### config.mk
export PLATFORM = sky130hd
export DESIGN_NAME = sram_cache_port_arbiter
export DESIGN_NICKNAME = d
export VERILOG_FILES = /design/src/rtl/sram_cache_arb_pkg.sv /design/src/rtl/sram_cache_rr_arb.sv /design/src/rtl/sram_cache_port_arbiter.sv
export SDC_FILE = /design/constraint.sdc
export NUM_CORES = 1
export LEC_CHECK = 0
export ABC_AREA = 1
export CAP_MARGIN = 20
export CORE_AREA = 8 8 148 150
export DETAILED_ROUTE_END_ITERATION = 7
export DIE_AREA = 0 0 156 158
export GPL_TIMING_DRIVEN = 0
export HOLD_SLACK_MARGIN = 0.15
export PLACE_DENSITY = 0.53
export SYNTH_ARGS = -nofsm -noshare
export SYNTH_HDL_FRONTEND = slang
export SYNTH_SLANG_ARGS = --single-unit
### constraint.sdc
create_clock -name clk_i -period 1.4 [get_ports clk_i]
set_input_delay 0.28 -clock clk_i [delete_from_list [all_inputs] [get_ports clk_i]]
set_output_delay 0.28 -clock clk_i [all_outputs]
set_load 0.05 [all_outputs]
### src/rtl/sram_cache_arb_pkg.sv
`default_nettype none
// ============================================================================
// Module      : sram_cache_arb_pkg
// Description : Shared types and the round-robin winner helper for the
//               sram_cache port arbiter.
// Revision    : 1.0 - initial release
// ============================================================================
package sram_cache_arb_pkg;

    typedef enum logic [0:0] {
        INIT  = 1'b0,
        SERVE = 1'b1
    } arb_state_e;

    localparam int MAX_PORTS = 4;
    localparam int PTR_W     = $clog2(MAX_PORTS);

    // Requests above the real port count must be zero; the search then wraps
    // modulo MAX_PORTS yet yields the same order as wrapping at the port count.
    function automatic logic [PTR_W-1:0] rr_next(
        input logic [PTR_W-1:0]     ptr,
        input logic [MAX_PORTS-1:0] req
    );
        logic [PTR_W-1:0] idx;
        logic             found;
        rr_next = ptr;
        found   = 1'b0;
        for (int i = 0; i < MAX_PORTS; i++) begin
            idx = ptr + PTR_W'(i);
            if (!found && req[idx]) begin
                rr_next = idx;
                found   = 1'b1;
            end
        end
    endfunction

endpackage
`default_nettype wire

### src/rtl/sram_cache_rr_arb.sv
`default_nettype none
// ============================================================================
// Module      : sram_cache_rr_arb
// Description : Combinational round-robin winner select with a registered
//               priority pointer that advances past each granted requester.
// Revision    : 1.0 - initial release
// ============================================================================
module sram_cache_rr_arb
    import sram_cache_arb_pkg::*;
#(
    parameter int  NUM_PORTS = 2,
    localparam int IDX_W     = (NUM_PORTS > 1) ? $clog2(NUM_PORTS) : 1
) (
    input  logic                 clk_i,
    input  logic                 rst_i,
    input  logic [NUM_PORTS-1:0] req_i,
    input  logic                 en_i,
    output logic [NUM_PORTS-1:0] gnt_o,
    output logic [IDX_W-1:0]     idx_o
);

    logic [PTR_W-1:0]     r_ptr;
    logic [PTR_W-1:0]     w_win;
    logic [MAX_PORTS-1:0] w_req_pad;
    logic                 w_any;

    always_comb begin
        w_req_pad                = '0;
        w_req_pad[NUM_PORTS-1:0] = req_i;
    end

    assign w_win = rr_next(r_ptr, w_req_pad);
    assign w_any = |req_i;
    assign idx_o = IDX_W'(w_win);

    genvar gi;
    generate
        for (gi = 0; gi < NUM_PORTS; gi++) begin : g_gnt
            assign gnt_o[gi] = en_i && w_any && (w_win == PTR_W'(gi));
        end
    endgenerate

    always_ff @(posedge clk_i) begin
        if (rst_i) begin
            r_ptr <= '0;
        end else if (en_i && w_any) begin
            r_ptr <= (w_win == PTR_W'(NUM_PORTS - 1)) ? '0 : w_win + 1'b1;
        end
    end

endmodule
`default_nettype wire

### src/rtl/sram_cache_port_arbiter.sv
`default_nettype none
// ============================================================================
// Module      : sram_cache_port_arbiter
// Description : Round-robin sharing of one sram_cache port among NUM_PORTS
//               requesters, with a zero-fill sweep after reset and on flush.
// Revision    : 1.0 - initial release
// ============================================================================
module sram_cache_port_arbiter
    import sram_cache_arb_pkg::*;
#(
    parameter int  NUM_PORTS  = 2,
    parameter int  DATA_WIDTH = 64,
    parameter int  USER_WIDTH = 1,
    parameter int  NUM_WORDS  = 1024,
    parameter int  AW         = $clog2(NUM_WORDS),
    localparam int BE_W       = (DATA_WIDTH + 7) / 8,
    localparam int IDX_W      = (NUM_PORTS > 1) ? $clog2(NUM_PORTS) : 1
) (
    input  logic                  clk_i,
    input  logic                  rst_i,
    input  logic                  flush_i,
    output logic                  busy_o,
    input  logic                  req_i    [NUM_PORTS],
    input  logic                  we_i     [NUM_PORTS],
    input  logic [AW-1:0]         addr_i   [NUM_PORTS],
    input  logic [DATA_WIDTH-1:0] wdata_i  [NUM_PORTS],
    input  logic [USER_WIDTH-1:0] wuser_i  [NUM_PORTS],
    input  logic [BE_W-1:0]       be_i     [NUM_PORTS],
    output logic                  gnt_o    [NUM_PORTS],
    output logic                  rvalid_o [NUM_PORTS],
    output logic [DATA_WIDTH-1:0] rdata_o,
    output logic [USER_WIDTH-1:0] ruser_o,
    output logic                  sram_req_o,
    output logic                  sram_we_o,
    output logic [AW-1:0]         sram_addr_o,
    output logic [DATA_WIDTH-1:0] sram_wdata_o,
    output logic [USER_WIDTH-1:0] sram_wuser_o,
    output logic [BE_W-1:0]       sram_be_o,
    input  logic [DATA_WIDTH-1:0] sram_rdata_i,
    input  logic [USER_WIDTH-1:0] sram_ruser_i
);

    arb_state_e           r_state;
    arb_state_e           w_state_next;
    logic [AW-1:0]        r_cnt;
    logic [NUM_PORTS-1:0] r_rvalid;
    logic [NUM_PORTS-1:0] w_req;
    logic [NUM_PORTS-1:0] w_gnt;
    logic [NUM_PORTS-1:0] w_rd_gnt;
    logic [IDX_W-1:0]     w_idx;
    logic                 w_in_init;
    logic                 w_arb_en;
    logic                 w_sweep_last;

    // Reset gates the port combinationally so nothing leaks out while rst_i is high.
    assign w_in_init    = (r_state == INIT) && !rst_i;
    assign w_arb_en     = (r_state == SERVE) && !rst_i && !flush_i;
    assign w_sweep_last = (r_cnt == AW'(NUM_WORDS - 1));
    assign busy_o       = rst_i || (r_state == INIT);

    genvar gi;
    generate
        for (gi = 0; gi < NUM_PORTS; gi++) begin : g_port
            assign w_req[gi]    = req_i[gi];
            assign gnt_o[gi]    = w_gnt[gi];
            assign rvalid_o[gi] = r_rvalid[gi] && !rst_i;
        end
    endgenerate

    sram_cache_rr_arb #(
        .NUM_PORTS (NUM_PORTS)
    ) u_rr_arb (
        .clk_i (clk_i),
        .rst_i (rst_i),
        .req_i (w_req),
        .en_i  (w_arb_en),
        .gnt_o (w_gnt),
        .idx_o (w_idx)
    );

    assign w_rd_gnt = w_gnt & {NUM_PORTS{~we_i[w_idx]}};
    assign rdata_o  = sram_rdata_i;
    assign ruser_o  = sram_ruser_i;

    always_comb begin
        sram_req_o   = 1'b0;
        sram_we_o    = 1'b0;
        sram_addr_o  = '0;
        sram_wdata_o = '0;
        sram_wuser_o = '0;
        sram_be_o    = '0;
        if (w_in_init) begin
            sram_req_o  = 1'b1;
            sram_we_o   = 1'b1;
            sram_addr_o = r_cnt;
            sram_be_o   = '1;
        end else if (|w_gnt) begin
            sram_req_o   = 1'b1;
            sram_we_o    = we_i[w_idx];
            sram_addr_o  = addr_i[w_idx];
            sram_wdata_o = wdata_i[w_idx];
            sram_wuser_o = wuser_i[w_idx];
            sram_be_o    = be_i[w_idx];
        end
    end

    always_comb begin
        w_state_next = r_state;
        case (r_state)
            INIT:    if (w_sweep_last) w_state_next = SERVE;
            SERVE:   if (flush_i)      w_state_next = INIT;
            default: w_state_next = INIT;
        endcase
    end

    // The counter idles at zero in SERVE so every sweep starts from address 0.
    always_ff @(posedge clk_i) begin
        if (rst_i) begin
            r_state  <= INIT;
            r_cnt    <= '0;
            r_rvalid <= '0;
        end else begin
            r_state  <= w_state_next;
            r_rvalid <= w_rd_gnt;
            if (r_state == INIT) begin
                r_cnt <= r_cnt + 1'b1;
            end else begin
                r_cnt <= '0;
            end
        end
    end

endmodule
`default_nettype wire
==> flow_summary.yaml <==
status:
  run_status: "complete, but fails checks"
  violations: "negative setup slack"
flow_run:
  drv_cap: 0
timing:
  rsz0062_at_grt: "true"
  final.setup.tns_ns: -44.26
  layout_setup_ws_ns: -0.569
  tightest_slew_ns: 0.539
  max_freq_mhz: 508
  fin_crit_sh_pct: 141
  drv_slew: 0
  fin_skew_ns: 0.00243
  hold_viol: 0
  maxSlewHeadroom_pct: 64.2
  period_minus_slack_ns: 1.97
  setup_violations: 87
route:
  finalWirelength_um: 18700
  detail-route-antenna-nets: 0
  num_vias: 4232
  drt_iter0_markers: 112
  firstDrtPassIters: 4
  drc_errors: 0
  post_drt_wl_per_cell_um: 17.0
  post_drt_via_cell_ratio: 3.85
cells_and_area:
  layout.nets: 1069
  areaGrowthSynthToFinish_pct: 254
  diodes: 0
  fin_cells: 1099
  final_cell_mix: "clkdlybuf4s50_1, nand2_4, buf_4"
  layout_commonest_cell: "clkdlybuf4s50_1"
  drive_above_1_share_pct: 52.2
critical_path:
  worstSetupEndpointType: "output pin"
  r2r_slack_ns: 0.04
  r2r_cells: 9
  endpoint: "sram_wdata_o[37]"
  startpoint_type: "flop"
  timing.rr.end: "r_rvalid[0]$_SDFF_PP0_"
  startpoint: "u_rr_arb.r_ptr[0]$_SDFFE_PP0P_"
  worstPathArrival_ns: 1.69
  path_max_fanout: 7
  crit_required_ns: 1.12
  reg2reg_from: "u_rr_arb.r_ptr[0]$_SDFFE_PP0P_"
  critical_path_class: "reg2out"
global_routing:
  grt_max_degree: 11
  grt_overflow: 0
  grt_pass1_wl_um: 25300
  antenna_found_initial: 0
  grt_usage_pct: 13.3
  grt_pass1_vias: 4435
cts:
  cts_root_buf: "clkbuf_16"
  cts.htree.levels: 1
  cts_tree: "done"
  cts-buffers-inserted: 3
  clk_latency_ns: 0.24
  clockBufferDepth: 2
  clk_pin_slew_ns: 0.04
  cts.sinks: 15
synth:
  synth_cell_types: 22
  synthesis.nets: 694
  syn_inst: 455
  yosysWarnings: 0
  mappedNetlistArea_um2: 2390
  synth-seq-cells: 15
  ys_seq_area_share_pct: 12.6
  postSynthAreaPerCell_um2: 5.26
power_and_ir_drop:
  power.internal_mw: 1.58
  combPwrFrac_pct: 60.3
  leakagePower_nw: 3.82
  net-switching-power_uw: 899
  power.density_nw_per_um2: 293
  power_frac_seq_pct: 17.7
  swShare_pct: 36.2
  pwr-share-clk_pct: 22.0
  ir_drop_mv: 0.306
worst_hold_path:
  hold_depth: 2
  hold_path.class: "in2reg"
  worstHoldStart: "rst_i"
die:
  die_h_um: 158
  die_x_um: 156
  core_area_um2: 19700
  die_area_um2: 24600
  initial_core_util_pct: 12.1
  rows: 52
  pin_count: 393
place:
  port_buffers: 327
  gp_congestion: 0.757
  placedCellCount: 1052
  hpwl_um: 15300
## cells by family (layout without fill, tap and decap cells)
kind of cell	after synthesis	count (layout)	synth area share (%)
fa+ha+maj	1	1	0.523
xor+xnor	1	1	0.366
buf+inv	110	484	30.0
flops	15	15	12.6
compound gates	11	11	2.56
simple gates	317	317	54.0
## worst max-delay path, cell delays in order, from the launching register on
cell	delay, ns
dfxtp_4	0.36
o21ai_4	0.15
nand2_4	0.09
nor2_4	0.14
buf_12	0.13
buf_12	0.14
clkbuf_16	0.16
nand2_2	0.06
nand2_4	0.07
buf_8	0.14
## through the flow
step	hold slack, ns	utilization [%]	power [mW]	area, um2	setup slack [ns]
floorplan	0.357	-	1.12	3180	-0.118
global placement	0.449	34.5	1.85	6800	-1.77
detailed placement	0.456	34.5	1.86	6800	-1.74
CTS	0.413	40.0	2.43	7880	-0.626
global route	0.320	42.9	2.58	8460	-0.633
finish	0.321	42.9	2.48	8460	-0.569
## worst min-delay path by stage
stage	to	slack [ns]
5_1_grt	u_rr_arb.r_ptr[1]$_SDFFE_PP0P_	0.32
2_1_floorplan	u_rr_arb.r_ptr[1]$_SDFFE_PP0P_	0.36
3_3_place_gp	r_cnt[0]$_SDFF_PN0_	0.45
4_1_cts	u_rr_arb.r_ptr[1]$_SDFFE_PP0P_	0.41
3_5_place_dp	r_cnt[0]$_SDFF_PN0_	0.46
6_report	u_rr_arb.r_ptr[1]$_SDFFE_PP0P_	0.32
## flip-flops by register name, summed over array words and instances (netlist names)
name / count
r_rvalid: 2
u_rr_arb.r_ptr: 2
r_cnt: 10
r_state: 1
## Yosys cell counts
master | n | area, um2
o21a_1 | 1 | 7.51
clkbuf_1 | 5 | 18.8
nand2_2 | 1 | 6.26
xnor2_1 | 1 | 8.76
buf_4 | 71 | 533
buf_1 | 1 | 3.75
nand3_1 | 64 | 320
a21oi_1 | 6 | 30.0
buf_6 | 4 | 45.0
buf_2 | 7 | 35.0
nand4_1 | 2 | 12.5
o21ai_0 | 3 | 15.0
nand3b_1 | 1 | 7.51
nor2_2 | 3 | 18.8
nand2_1 | 226 | 848
o21ai_2 | 1 | 8.76
nor2_1 | 19 | 71.3
inv_2 | 4 | 15.0
ha_1 | 1 | 12.5
nor3_1 | 1 | 5.00
inv_1 | 18 | 67.6
dfxtp_1 | 15 | 300
## power by group through the flow
stage / logic, mW / registers (mW) / clock network (mW)
3_3_place_gp: 1.40 / 0.451 / 0
3_5_place_dp: 1.41 / 0.451 / 0
5_1_grt: 1.56 / 0.440 / 0.578
2_1_floorplan: 0.670 / 0.449 / 0
6_report: 1.50 / 0.440 / 0.547
4_1_cts: 1.43 / 0.439 / 0.562
## layer usage
layer	wire (um)	up-vias	track usage, %
li1	-	2101	-
met1	6570	1919	13.9
met2	10200	206	25.1
met3	1850	6	4.97
met4	126	0	2.40
met5	0	-	0
## what timing repair did
action                     in CTS  in global routing
gates cloned                    4                  5
pin swaps                       7                 14
resized for setup             861                145
hold buffers                    0                  0
setup buffers                  30                 12
setup endpoints to repair     166                 90
## area by class of cell
cell class,instances,area [um2]
buffer,85,800
multi-input combinational,330,2710
timing repair buffer,373,4140
clock buffer,4,78.8
sequential,15,308
inverter,22,91.3
fill,1971,11300
tap,270,338
Power figures use the tool's default switching activity.
